`src/rtl/lsu_pkg.sv`:
```
// Shared types and constants for the MEM-stage load/store bus controller.
package lsu_pkg;

   typedef enum logic [1:0] {
      ST_IDLE = 2'd0,
      ST_REQ  = 2'd1,
      ST_DONE = 2'd2
   } lsu_state_e;

   localparam logic [2:0] F3_B  = 3'b000;
   localparam logic [2:0] F3_H  = 3'b001;
   localparam logic [2:0] F3_W  = 3'b010;
   localparam logic [2:0] F3_BU = 3'b100;
   localparam logic [2:0] F3_HU = 3'b101;

   localparam logic [3:0] BE_ALL = 4'b1111;

endpackage

```
`src/rtl/lsu_store_align.sv`:
```
// Byte-enable / store-lane generation and misalignment detection for one access.
module lsu_store_align
   import lsu_pkg::*;
(
   input  logic [1:0]  addr_lsb_i,
   input  logic [2:0]  func3_i,
   input  logic [31:0] wdata_i,
   input  logic        is_store_i,
   output logic [3:0]  be_o,
   output logic [31:0] wdata_o,
   output logic        misalign_o
);

   logic byte_s;
   logic half_s;
   logic word_s;

   // Size decode, misalignment and lane replication
   always_comb begin
      byte_s     = (func3_i == F3_B) | (func3_i == F3_BU);
      half_s     = (func3_i == F3_H) | (func3_i == F3_HU);
      word_s     = (func3_i[1:0] == F3_W[1:0]);
      misalign_o = (half_s & addr_lsb_i[0]) | (word_s & (addr_lsb_i != 2'b00));
      be_o       = BE_ALL;
      wdata_o    = wdata_i;
      if (!is_store_i) begin
         be_o    = BE_ALL;
         wdata_o = wdata_i;
      end else if (byte_s) begin
         be_o    = 4'b0001 << addr_lsb_i;
         wdata_o = {4{wdata_i[7:0]}};
      end else if (half_s) begin
         be_o    = 4'b0011 << {addr_lsb_i[1], 1'b0};
         wdata_o = {2{wdata_i[15:0]}};
      end else begin
         be_o    = BE_ALL;
         wdata_o = wdata_i;
      end
   end

endmodule

```
`src/rtl/lsu_bus_ctrl.sv`:
```
// MEM-stage load/store bus controller: launches one valid/ack transaction per
// access, stalls while it is outstanding and hands the captured word onward.
module lsu_bus_ctrl
   import lsu_pkg::*;
#(
   parameter int unsigned TIMEOUT = 255
) (
   input  logic        clk,
   input  logic        rst_n,
   input  logic        mem_read_i,
   input  logic        mem_write_i,
   input  logic [31:0] addr_i,
   input  logic [31:0] wdata_i,
   input  logic [2:0]  func3_i,
   input  logic        flush_i,
   output logic        bus_req_o,
   output logic        bus_we_o,
   output logic [31:0] bus_addr_o,
   output logic [31:0] bus_wdata_o,
   output logic [3:0]  bus_be_o,
   input  logic        bus_ack_i,
   input  logic [31:0] bus_rdata_i,
   output logic        stall_o,
   output logic [31:0] rdata_o,
   output logic [1:0]  addr_lsb_o,
   output logic [2:0]  func3_o,
   output logic        rdata_valid_o,
   output logic        misalign_o,
   output logic        bus_err_o
);

   localparam logic [15:0] CNT_LAST = 16'(TIMEOUT - 32'd1);

   lsu_state_e  state_q, state_d;
   logic [15:0] cnt_q, cnt_d;
   logic [31:0] bus_addr_q, bus_addr_d;
   logic [31:0] bus_wdata_q, bus_wdata_d;
   logic [3:0]  bus_be_q, bus_be_d;
   logic        we_q, we_d;
   logic [31:0] rdata_q, rdata_d;
   logic [1:0]  lsb_q, lsb_d;
   logic [2:0]  f3_q, f3_d;
   logic        err_q, err_d;
   logic        flushed_q, flushed_d;

   logic        access_s;
   logic        mis_s;
   logic [3:0]  al_be_s;
   logic [31:0] al_wdata_s;

   lsu_store_align u_align (
      .addr_lsb_i (addr_i[1:0]),
      .func3_i    (func3_i),
      .wdata_i    (wdata_i),
      .is_store_i (mem_write_i),
      .be_o       (al_be_s),
      .wdata_o    (al_wdata_s),
      .misalign_o (mis_s)
   );

   // Next-state, capture and output decode
   always_comb begin
      state_d       = state_q;
      cnt_d         = cnt_q;
      bus_addr_d    = bus_addr_q;
      bus_wdata_d   = bus_wdata_q;
      bus_be_d      = bus_be_q;
      we_d          = we_q;
      rdata_d       = rdata_q;
      lsb_d         = lsb_q;
      f3_d          = f3_q;
      err_d         = err_q;
      flushed_d     = flushed_q;
      access_s      = mem_read_i | mem_write_i;
      bus_req_o     = 1'b0;
      stall_o       = 1'b0;
      misalign_o    = 1'b0;
      rdata_valid_o = 1'b0;
      bus_err_o     = 1'b0;
      case (state_q)
         ST_IDLE: begin
            misalign_o = access_s & mis_s & ~flush_i;
            if (access_s && !mis_s && !flush_i) begin
               stall_o     = 1'b1;
               state_d     = ST_REQ;
               cnt_d       = 16'd0;
               bus_addr_d  = {addr_i[31:2], 2'b00};
               bus_wdata_d = al_wdata_s;
               bus_be_d    = al_be_s;
               we_d        = mem_write_i;
               lsb_d       = addr_i[1:0];
               f3_d        = func3_i;
               err_d       = 1'b0;
               flushed_d   = 1'b0;
            end else begin
               state_d = ST_IDLE;
            end
         end
         ST_REQ: begin
            bus_req_o = 1'b1;
            stall_o   = 1'b1;
            cnt_d     = cnt_q + 16'd1;
            flushed_d = flushed_q | flush_i;
            if (bus_ack_i) begin
               state_d = ST_DONE;
               if (!we_q) begin
                  rdata_d = bus_rdata_i;
               end else begin
                  rdata_d = rdata_q;
               end
            end else if (cnt_q == CNT_LAST) begin
               state_d = ST_DONE;
               rdata_d = 32'd0;
               err_d   = 1'b1;
            end else begin
               state_d = ST_REQ;
            end
         end
         ST_DONE: begin
            // A flush seen during REQ or in this retire cycle silences both strobes
            rdata_valid_o = ~we_q & ~err_q & ~flushed_q & ~flush_i;
            bus_err_o     = err_q & ~flushed_q & ~flush_i;
            state_d       = ST_IDLE;
         end
         default: begin
            state_d = ST_IDLE;
         end
      endcase
   end

   // State and capture registers
   always_ff @(posedge clk or negedge rst_n) begin
      if (!rst_n) begin
         state_q     <= ST_IDLE;
         cnt_q       <= 16'd0;
         bus_addr_q  <= 32'd0;
         bus_wdata_q <= 32'd0;
         bus_be_q    <= 4'd0;
         we_q        <= 1'b0;
         rdata_q     <= 32'd0;
         lsb_q       <= 2'd0;
         f3_q        <= 3'd0;
         err_q       <= 1'b0;
         flushed_q   <= 1'b0;
      end else begin
         state_q     <= state_d;
         cnt_q       <= cnt_d;
         bus_addr_q  <= bus_addr_d;
         bus_wdata_q <= bus_wdata_d;
         bus_be_q    <= bus_be_d;
         we_q        <= we_d;
         rdata_q     <= rdata_d;
         lsb_q       <= lsb_d;
         f3_q        <= f3_d;
         err_q       <= err_d;
         flushed_q   <= flushed_d;
      end
   end

   assign bus_we_o    = we_q;
   assign bus_addr_o  = bus_addr_q;
   assign bus_wdata_o = bus_wdata_q;
   assign bus_be_o    = bus_be_q;
   assign rdata_o     = rdata_q;
   assign addr_lsb_o  = lsb_q;
   assign func3_o     = f3_q;

endmodule

```
`config.mk`:
```
export PLATFORM = sky130hd
export DESIGN_NAME = lsu_bus_ctrl
export DESIGN_NICKNAME = d
export VERILOG_FILES = /design/src/rtl/lsu_pkg.sv /design/src/rtl/lsu_store_align.sv /design/src/rtl/lsu_bus_ctrl.sv
export SDC_FILE = /design/constraint.sdc
export NUM_CORES = 1
export LEC_CHECK = 0
export ABC_AREA = 1
export CELL_PAD_IN_SITES_DETAIL_PLACEMENT = 0
export CELL_PAD_IN_SITES_GLOBAL_PLACEMENT = 2
export CORE_ASPECT_RATIO = 1.4
export CORE_UTILIZATION = 26
export CTS_CLUSTER_DIAMETER = 40
export DETAILED_ROUTE_END_ITERATION = 10
export HOLD_SLACK_MARGIN = 0.12
export PLACE_DENSITY_LB_ADDON = 0.1
export SYNTH_ARGS = -nofsm -noshare
export SYNTH_HDL_FRONTEND = slang
export SYNTH_SLANG_ARGS = --single-unit
```
`constraint.sdc`:
```
create_clock -name clk -period 2.7 [get_ports clk]
set_input_delay 0.675 -clock clk [delete_from_list [all_inputs] [get_ports clk]]
set_output_delay 0.675 -clock clk [all_outputs]
set_load 0.005 [all_outputs]
```
### Word level (Yosys, flattened, before mapping)

Index checks and enable logic that the tools add are counted.

| storage, ports and cells | value |
|---|---|
| register bits | 124 |
| input bits | 105 |

| operators by class | value |
|---|---|
| $add $sub $neg | 1 |
| equal/unequal tests | 11 |
| shifts and indexed selects | 2 |
| muxes and demuxes | 26 |
| bitwise logic cells | 18 |
| reduce and logical (&&, ||, !) cells | 13 |

Operators with widths:

| cell | count |
|---|---|
| two-way mux 32 bit | 6 |
| one-hot mux 16 bit (2 select lines) | 1 |
| adder 16 x 1 -> 16 bit (second input constant) | 1 |
| equality test 16 x 8 -> 1 bit (second input constant) | 1 |
| two-way mux 16 bit | 1 |
| two-way mux 4 bit | 3 |
| AND 1 bit | 9 |
| two-way mux 1 bit | 9 |
| != test 2 bit (second input constant) | 4 |
| equality test 3 bit (second input constant) | 2 |
| one-hot mux 1 bit (2 select lines) | 3 |
| nonzero test 2 bit | 3 |
| OR 1 bit | 5 |
| equality test 2 bit (second input constant) | 2 |
| two-way mux 2 bit | 2 |
| inverter 1 bit | 4 |
| one-hot mux 2 bit (2 select lines) | 1 |
| AND reduction 2 bit | 2 |
| AND reduction 4 bit | 1 |
| left shift 1 x 2 -> 4 bit (first input constant) | 1 |
| left shift 2 x 2 -> 4 bit (first input constant) | 1 |
| equality test 3 x 1 -> 1 bit (second input constant) | 1 |
| logical NOT 3 bit | 1 |
| AND reduction 3 bit | 1 |
| 4 further kinds | 6 |

### Logic depth before layout (Yosys ltp)

Gate-level depths: netlist of the first run.

| depth | value |
|---|---|
| depth after elaboration | 9 |
| depth in mapped cells | 10 |

### By module

From an unflattened synthesis of the first run, not the netlist that was laid out.

| second synthesis, totals | value |
|---|---|
| cell total of the unflattened synthesis | 721 |
| area, all modules | 5725.5 um^2 |

By module, submodules not included:

| module | times used | cells an instance | area each (um^2) |
|---|---|---|---|
| lsu_bus_ctrl | 1 | 617 | 5191.2 |
| lsu_store_align | 1 | 104 | 534.3 |

### Worst setup path before layout of the first run

OpenSTA, ideal clock, no wires.

| timing path | value |
|---|---|
| path type | input port to output port |
| from | input port func3_i[0] |
| to | output port stall_o |
| data arrival time | 1478 ps |
| required time | 2025 ps |
| setup slack | 547 ps |
| stages on the path | 9 |
| buffers on the path | 2 |
| path through | inv_2 nor2_4 nand2_2 o21ai_2 nor2_4 buf_6 nor2_8 buf_6 inv_1 |

| between the ends | value |
|---|---|
| word-level cells in the longest chain between the ends | 9 |
| elaborated cells on any way between the ends | 12 |
| those cells by class | eq/ne (3); mux (2); bitwise (4); reduce/logical (3) |

RTL lines:

| what | RTL line | RTL |
|---|---|---|
| start, declared | lsu_bus_ctrl.sv:14 | `input logic [2:0] func3_i,` |
| equality test 3 x 1 -> 1 bit / equality test 3 bit (equally long branches) | lsu_store_align.sv:21 | `half_s = (func3_i == F3_H) \| (func3_i == F3_HU);` |
| OR 1 bit | lsu_store_align.sv:21 |  |
| AND 1 bit | lsu_store_align.sv:23 | `misalign_o = (half_s & addr_lsb_i[0]) \| (word_s & (addr_lsb_i != 2'b00));` |
| OR 1 bit * | lsu_store_align.sv:23 |  |
| logical NOT 1 bit * | lsu_bus_ctrl.sv:83 | `if (access_s && !mis_s && !flush_i) begin` |
| logical AND 1 bit * (2 in series) | lsu_bus_ctrl.sv:83 |  |
| two-way mux 1 bit * | lsu_bus_ctrl.sv:83 |  |
| one-hot mux 1 bit (2 select lines) * | lsu_bus_ctrl.sv:80 | `case (state_q)` |
| end, declared | lsu_bus_ctrl.sv:23 | `output logic stall_o,` |

Mark *: on every way between the ends. The rest lies on a longest branch, timed or not.

### Worst setup path in the final report of the first run

| timing path | value |
|---|---|
| from | input port flush_i |
| to | output port stall_o |

| between the ends | value |
|---|---|
| word-level cells in the longest chain between the ends | 4 |

RTL lines:

| what | RTL line | RTL |
|---|---|---|
| start, declared | lsu_bus_ctrl.sv:15 | `input logic flush_i,` |
| logical NOT 1 bit | lsu_bus_ctrl.sv:83 |  |
| logical AND 1 bit | lsu_bus_ctrl.sv:83 |  |
| two-way mux 1 bit | lsu_bus_ctrl.sv:83 |  |
| one-hot mux 1 bit (2 select lines) | lsu_bus_ctrl.sv:80 |  |

Every way passes these cells.

==> results of run 1 <==
-- repair_timing --
| item | in CTS | in global routing |
|---|---|---|
| hold buffers | 0 | 0 |
| setup endpoints to repair | 4 | 75 |
| hold endpoints to repair | 0 | 0 |
| pin swaps | 4 | 4 |
| setup buffers | 5 | 2 |
| gates resized for setup | 10 | 6 |
-- final cells by class --
type | instances | area, sq um | share of cell area (%)
flip-flops and latches | 124 | 3103 | 35.34
repair buffers | 244 | 2399 | 27.32
multi-input cells | 531 | 2290 | 26.08
clock buffers | 22 | 474.2 | 5.400
well taps | 260 | 325.3 | 3.705
inverters | 26 | 97.59 | 1.111
clock inverters | 8 | 92.59 | 1.054
-- power by group through the flow --
stage | Combinational (mW) | Clock [mW] | Sequential (mW)
detailed placement | 2.57 | 0 | 2.86
global placement | 2.55 | 0 | 2.85
floorplan | 0.785 | 0 | 2.88
global route | 2.79 | 2.38 | 2.93
finish | 2.53 | 2.23 | 2.84
CTS | 2.59 | 2.30 | 2.85
-- layout by cell type, fill, tap and decap left out --
cell type / netlist / routed
nor4_1: 1 / 1
buf_12: 0 / 2
nor2_2: 0 / 1
dlygate4sd2_1: 0 / 4
clkinvlp_4: 0 / 1
nor3_1: 3 / 2
nand4_1: 40 / 40
or2_2: 4 / 4
a21oi_1: 6 / 6
nand2_2: 1 / 1
inv_2: 3 / 4
conb_1: 1 / 2
o21bai_1: 4 / 4
bufinv_16: 0 / 2
buf_4: 8 / 28
inv_1: 23 / 22
clkdlybuf4s50_1: 0 / 204
clkinv_2: 0 / 5
buf_6: 3 / 2
nand2_1: 366 / 366
clkbuf_16: 0 / 17
o21ai_4: 0 / 1
nor2_1: 39 / 38
nand3_1: 31 / 31
o211ai_1: 1 / 1
clkdlybuf4s15_2: 0 / 1
o21ai_0: 24 / 24
nor2_8: 1 / 1
dlymetal6s2s_1: 0 / 3
ha_1: 2 / 2
nor2_4: 2 / 2
clkbuf_8: 0 / 3
nand3_2: 1 / 1
nor3_2: 0 / 1
dfrtp_1: 124 / 124
o22ai_1: 1 / 1
xor2_1: 1 / 1
clkbuf_1: 14 / 2
-- final timing paths --
path / slack [ps] / endpoint / cells after the start / start
setup / recovery: 60 / stall_o / 8 / flush_i
hold / removal: 240 / cnt_q[15]$_DFFE_PN0P_ / 1 / rst_n
setup reg to reg: 520 / bus_wdata_o[7]$_DFFE_PN0P_ / 11 / state_q[0]$_DFF_PN0_
hold reg to reg: 470 / bus_addr_o[23]$_DFFE_PN0P_ / 2 / bus_addr_o[23]$_DFFE_PN0P_
max in group asynchronous: 1650 / flushed_q$_DFFE_PN0P_ / 2 / rst_n
min in group clk: 470 / bus_addr_o[23]$_DFFE_PN0P_ / 2 / bus_addr_o[23]$_DFFE_PN0P_
-- worst max-delay path, delay by kind of cell --
kind                   cells  cell delay (ps)
buffers and inverters      4              810
and+or+nand+nor            4              480
-- Yosys cell counts --
cell type	instances	area [sq um]
buf_4	8	60.06
o211ai_1	1	7.510
inv_1	23	86.33
or2_2	4	25.02
nand4_1	40	250.2
nand2_2	1	6.260
buf_6	3	33.78
ha_1	2	25.02
clkbuf_1	14	52.55
nor2_1	39	146.4
o22ai_1	1	6.260
conb_1	1	3.750
o21ai_0	24	120.1
nand2_1	366	1374
xor2_1	1	8.760
nand3_1	31	155.2
nand3_2	1	10.01
dfrtp_1	124	3103
nor3_1	3	15.01
o21bai_1	4	30.03
a21oi_1	6	30.03
nor2_8	1	20.02
nor2_4	2	22.52
inv_2	3	11.26
buf_2	13	65.06
nor4_1	1	6.260
o21ai_2	1	8.760
-- layer usage --
metal / routed length (um) / track usage, % / share of wire, % / vias to the layer above
li1: - / - / - / 2722
met1: 7512 / 19.05 / 39 / 2615
met2: 10190 / 32.17 / 53 / 161
met3: 1048 / 4.958 / 5.4 / 26
met4: 498 / 7.540 / 2.6 / 0
met5: 0 / 0 / 0 / -
-- logic make-up (layout without fill, tap and decap cells) --
group                      count (synthesis)  in the layout  share of synthesized area [%]
AOI/OAI and AO/OA                         37             37                          3.567
xor gates and xnor gates                   1              1                         0.1541
adders and majority gates                  2              2                         0.4403
buffers and inverters                     64            300                          5.438
DFF                                      124            124                          54.60
other                                      1              2                        0.06599
and+or+nand+nor                          489            489                          35.73
-- sequential cells by signal, summed over array words and instances (netlist names) --
signal,count
bus_be_o,4
state_q,2
bus_we_o,1
err_q,1
addr_lsb_o,2
cnt_q,16
rdata_o,32
bus_wdata_o,32
flushed_q,1
bus_addr_o,30
func3_o,3
==> reports/results.ini, run 1 <==
[outcome]
outcome=completed

[route]
dr_total_vias=5524
drtIter0Drc=187
drcViolationCount=0
ant_nets=0
via_per_inst=4.547
routed_wl_um=19250
dr.pass1.iters=4
wl_per_cell_um=15.85

[clocking]
clk_path_buf_depth=2
clockRootBuffer=clkbuf_16
htree_levels=4
clock-sinks=124
numCtsBuffers=17
cts.clk_slew.worst_paths_ps=50
cts_tree=done
clock_latency_ps=410

[place]
dp_slack_ps=-316.8
globalplace.congestion=0.7828
port_buffers=213
numPlacedInstances=1178
hpwl_um=14180
dpl_cell_area_sq_um=8135

[logic_synthesis]
ys_ff_latch=124
synth_seq_area_share_pct=54.60
synthCells=718
synth_area_sq_um=5683
avgSynthCellArea_sq_um=7.915
synthDistinctLibCells=27
yosys_warnings=0

[finish]
post-route-util_pct=41.26
n_fill_cell=2204
layout-drive-gt1-share_pct=8.063
final_area_sq_um=8781
nets=1051
area.growth.synth_to_final_pct=54.51
antenna_cells=0
stdcell_count=1215

[power_and_ir_drop]
peakVddDrop_mv=0.4082
switching_power_mw=2.241
power_density_nw_per_um2=864.8
intPower_mw=5.353
power.share.combinational_pct=33.3
power.total_mw=7.594
power_frac_seq_pct=37.4
clockPowerShare_pct=29.3
leakagePower_nw=4.282
power.share.switching_pct=29.51

[critical_path]
crit_slowest_cell=clkdlybuf4s50_1
path_cells=clkdlybuf4s50_1, nor3_2, nand2_1, buf_6, nor2_4, nor2_8, inv_2, clkdlybuf4s15_2
critical_path_peak_fanout=2
worstPathRequired_ps=2030
startpoint_type=primary input
path_class=in2out
critPathCaptureType=output pin
crit_path_max_incr_delay_ps=450
crit_arrival_ps=1970

[global_route]
grt_max_degree=56
gr-total-overflow=0
antenna_found_initial=0
grt_pass1_vias=5712
grt_use_total_pct=17.69
grt_first_pass_wirelength_um=30300

[timing]
finalCriticalPeriod_ps=2642
slew_viol_final=0
worst_slack_ps=57.89
timing.final.crit_share_pct=97.86
slew_headroom_pct=53.12
hold_viol=0
fmax_mhz=378.5
fin_setup_tns_ps=0
setup_viol=0
fin_worst_skew_ps=10.20
fin_hold_ws_ps=244.7
tightest_slew_ps=702.4

[floorplanning]
core-area_sq_um=21280
rows=63
fp.dieArea_sq_um=22460
ioPinCount=216
start_util_pct=26.70
die_x_um=127.0
die_h_um=176.9

[hold_path]
hp-class=in2async

[flow_run]
cap_violations=0

(Power assumes the default switching activity.)
==> run 2: changes to the inputs <==
- CAP_MARGIN: not set -> 20
==> results of run 2 <==
Final layout, timing and power as in run 1 (identical DEF).
==> run 3: changes to the inputs <==
- ABC_AREA: 1 -> not set
- CORE_MARGIN: not set -> 3
- CORE_UTILIZATION: 26 -> 29
==> run 3 against run 2 <==
Against the previous run: flip-flop and latch count did not move; core utilization grew 5.8 points; clock skew is 5.0 ps lower; critical path type unchanged.
==> reports/results.ini, run 3 <==
[timing]
rsz0062_at_grt=no
worst_slack_ps=168.8  ; +110.9 ps
slew_viol_final=0  ; unchanged
setup_viol=0  ; unchanged
fin_setup_tns_ps=0  ; unchanged
tightest_slew_ps=932.7  ; +230.3 ps
slew_headroom_pct=37.59  ; -16 points
hold_viol=0  ; unchanged
fin_worst_skew_ps=5.237  ; -4.964 ps
timing.final.crit_share_pct=93.75  ; -4.1 points
fmax_mhz=395.1  ; +4.4%
finalCriticalPeriod_ps=2531  ; -110.9 ps

[route]
dr.pass1.iters=5  ; +1
ant_nets=0  ; unchanged
routed_wl_um=18170  ; -5.6%
dr_total_vias=4752  ; -14%
drcViolationCount=0  ; unchanged
wl_per_cell_um=18.94  ; +20%
drtIter0Drc=217  ; +16%
via_per_inst=4.955  ; +9.0%

[finish]
nets=807  ; -23%
final_area_sq_um=8821  ; +0.46%
area.growth.synth_to_final_pct=57.97
final_common_cell=clkdlybuf4s50_1
n_fill_cell=1747  ; -21%
mostFrequentLayoutCells=clkdlybuf4s50_1 (204), dfrtp_1 (124), o21ai_0 (52), mux2_2 (49), buf_4 (36)
layout-drive-gt1-share_pct=19.07  ; +11 points
post-route-util_pct=47.04  ; +5.8 points

[power_and_ir_drop]
power.total_mw=8.229  ; +8.4%
power.share.combinational_pct=34.9  ; +1.6 points
power.share.switching_pct=28.38  ; -1.1 points
clockPowerShare_pct=28.9  ; -0.4 points
intPower_mw=5.894  ; +10%
power_density_nw_per_um2=932.9  ; +7.9%
switching_power_mw=2.335  ; +4.2%
leakagePower_nw=3.571  ; -17%
peakVddDrop_mv=0.4179  ; +2.4%
power_frac_seq_pct=36.2  ; -1.2 points

[floorplanning]
ioPinCount=216  ; unchanged
core-area_sq_um=18750  ; -12%
start_util_pct=29.78  ; +3.1 points
fp.dieArea_sq_um=20980  ; -6.6%
die_x_um=123.3  ; -2.9%
die_h_um=170.2  ; -3.8%
rows=59  ; -6.3%

[global_route]
grt_max_degree=54  ; -3.6%
gr-total-overflow=0  ; unchanged
grt_pass1_vias=5026  ; -12%
grt_first_pass_wirelength_um=28160  ; -7.1%
grt_use_total_pct=17.57  ; -0.12 points
antenna_found_initial=1  ; +1

[flow_run]
cap_violations=0  ; unchanged

[critical_path]
startpoint_type=primary input
regToRegStartpoint=cnt_q[0]$_DFFE_PN0P_
worstPathRequired_ps=2030  ; about the same
r2r_setup_slack_ps=390  ; -130 ps
critical_path_peak_fanout=2  ; unchanged
crit_arrival_ps=1860  ; -110 ps
reg2regPathDepth=6  ; -5
r2r-end=rdata_o[31]$_DFFE_PN0P_
critPathCaptureType=output pin
path_class=in2out

[logic_synthesis]
synth_area_sq_um=5584  ; -1.7%
ys_ff_latch=124  ; unchanged
synthDistinctLibCells=49  ; +81%
synth_common_cells=dfrtp_1 (124), o21ai_0 (52), mux2_2 (49)
synth-async-reset-ratio_pct=100.0  ; unchanged
yosys_warnings=0  ; unchanged
yosysMostFrequentCell=dfrtp_1
post-synth-top-area-fraction_pct=55.57  ; +0.97 points
synth_top_area_cell=dfrtp_1
synth_edf_count=0  ; unchanged
synthFlopType=dfrtp_1
synth_seq_area_share_pct=55.57  ; +0.97 points
synth.top_cells.by_area=dfrtp_1 (56%), mux2_2 (9.9%), o2bb2ai_1 (4.9%), a22oi_1 (4.7%), o21ai_0 (4.7%)
synthCells=464  ; -35%
avgSynthCellArea_sq_um=12.03  ; +52%

[clocking]
cts.clk_slew.worst_paths_ps=50  ; about the same
numCtsBuffers=17  ; unchanged
clock-sinks=124  ; unchanged
clockRootBuffer=clkbuf_16
htree_levels=4  ; unchanged
holdBufCountCts=0  ; unchanged
clock_latency_ps=410  ; about the same
cts_tree=done
clk_path_buf_depth=2  ; unchanged

[place]
port_buffers=213  ; unchanged
hpwl_um=13120  ; -7.5%
globalplace.congestion=0.7343  ; -6.2%
dpl_cell_area_sq_um=8160  ; +0.31%
dp_slack_ps=-451.1  ; -134.3 ps

[outcome]
outcome=completed

[hold_path]
hp-class=in2async

[run 3: cell types whose count changed after synthesis, sizes merged, moves of 5 or more]
cell	change
nand2	-352
mux2	+49
nand4	-36
a22oi	+35
o21ai	+33
o2bb2ai	+31
nand3	-26
nor2	-26
mux2i	+25
inv	-16
buf	-8
nor3	+6
clkbuf	+5
[run 3: layer usage]
layer | GRT usage (%) | share of wire, % | up-vias
li1 | - | - | 2213
met1 | 19.82 | 37 | 2360
met2 | 30.30 | 53 | 167
met3 | 7.181 | 9.0 | 12
met4 | 5.108 | 0.81 | 0
met5 | 0 | 0 | -
[run 3: worst max-delay path by stage]
stage                           from            end  slack, ps  cells past startpoint
final                      addr_i[1]        stall_o        170                      6
after global routing       addr_i[1]        stall_o         70                      6
after CTS                    flush_i        stall_o          1                      8
after detailed placement     flush_i  rdata_valid_o       -450                      4
after global placement       flush_i  rdata_valid_o       -430                      4
after floorplan           func3_i[0]     misalign_o        460                      5
[run 3: per-stage QoR]
step	cells	hold WS, ps
after global routing	958	235.2
after detailed placement	922	489.5
final	959	210.5
after floorplan	465	379.4
after CTS	956	230.4
after global placement	922	471.5
[run 3: power by group through the flow]
| stage | Clock, mW | Combinational (mW) | Sequential [mW] |
|---|---|---|---|
| after floorplan | 0 | 1.01 | 2.99 |
| after global placement | 0 | 2.88 | 2.98 |
| after detailed placement | 0 | 2.91 | 3.01 |
| after CTS | 2.44 | 2.92 | 2.99 |
| after global routing | 2.54 | 3.13 | 3.07 |
| final | 2.38 | 2.87 | 2.98 |
[run 3: area by class of cell]
class | instances | area [sq um] | area share (%)
sequential | 124 | 3103 | 35.18
timing repair buffer | 251 | 2449 | 27.76
multi-input combinational | 296 | 2308 | 26.17
clock buffer | 22 | 474.2 | 5.376
tap | 244 | 305.3 | 3.461
clock inverter | 10 | 138.9 | 1.574
inverter | 10 | 37.54 | 0.4255
antenna | 2 | 5.005 | 0.05674
[run 3: timing repair]
item	in CTS	in global routing
endpoints found under the setup margin	4	3
resized for setup	15	3
pin swaps	1	2
setup buffers	2	1
[run 3: critical path, stage by stage]
cell and delay (ps):
clkdlybuf4s50_1 500, nor2_2 60, o22ai_4 160, o21ai_1 90, buf_4 160, clkdlybuf4s15_2 200
[run 3: kinds of logic after synthesis]
logic type      Yosys count  synth area share [%]
other cells               1               0.06715
simple gates             70                 7.215
flops                   124                 55.57
mux                      74                 14.36
fa+ha+maj                 2                0.4481
buf+inv                  45                 3.921
compound gates          145                 17.95
xor+xnor                  3                0.4706
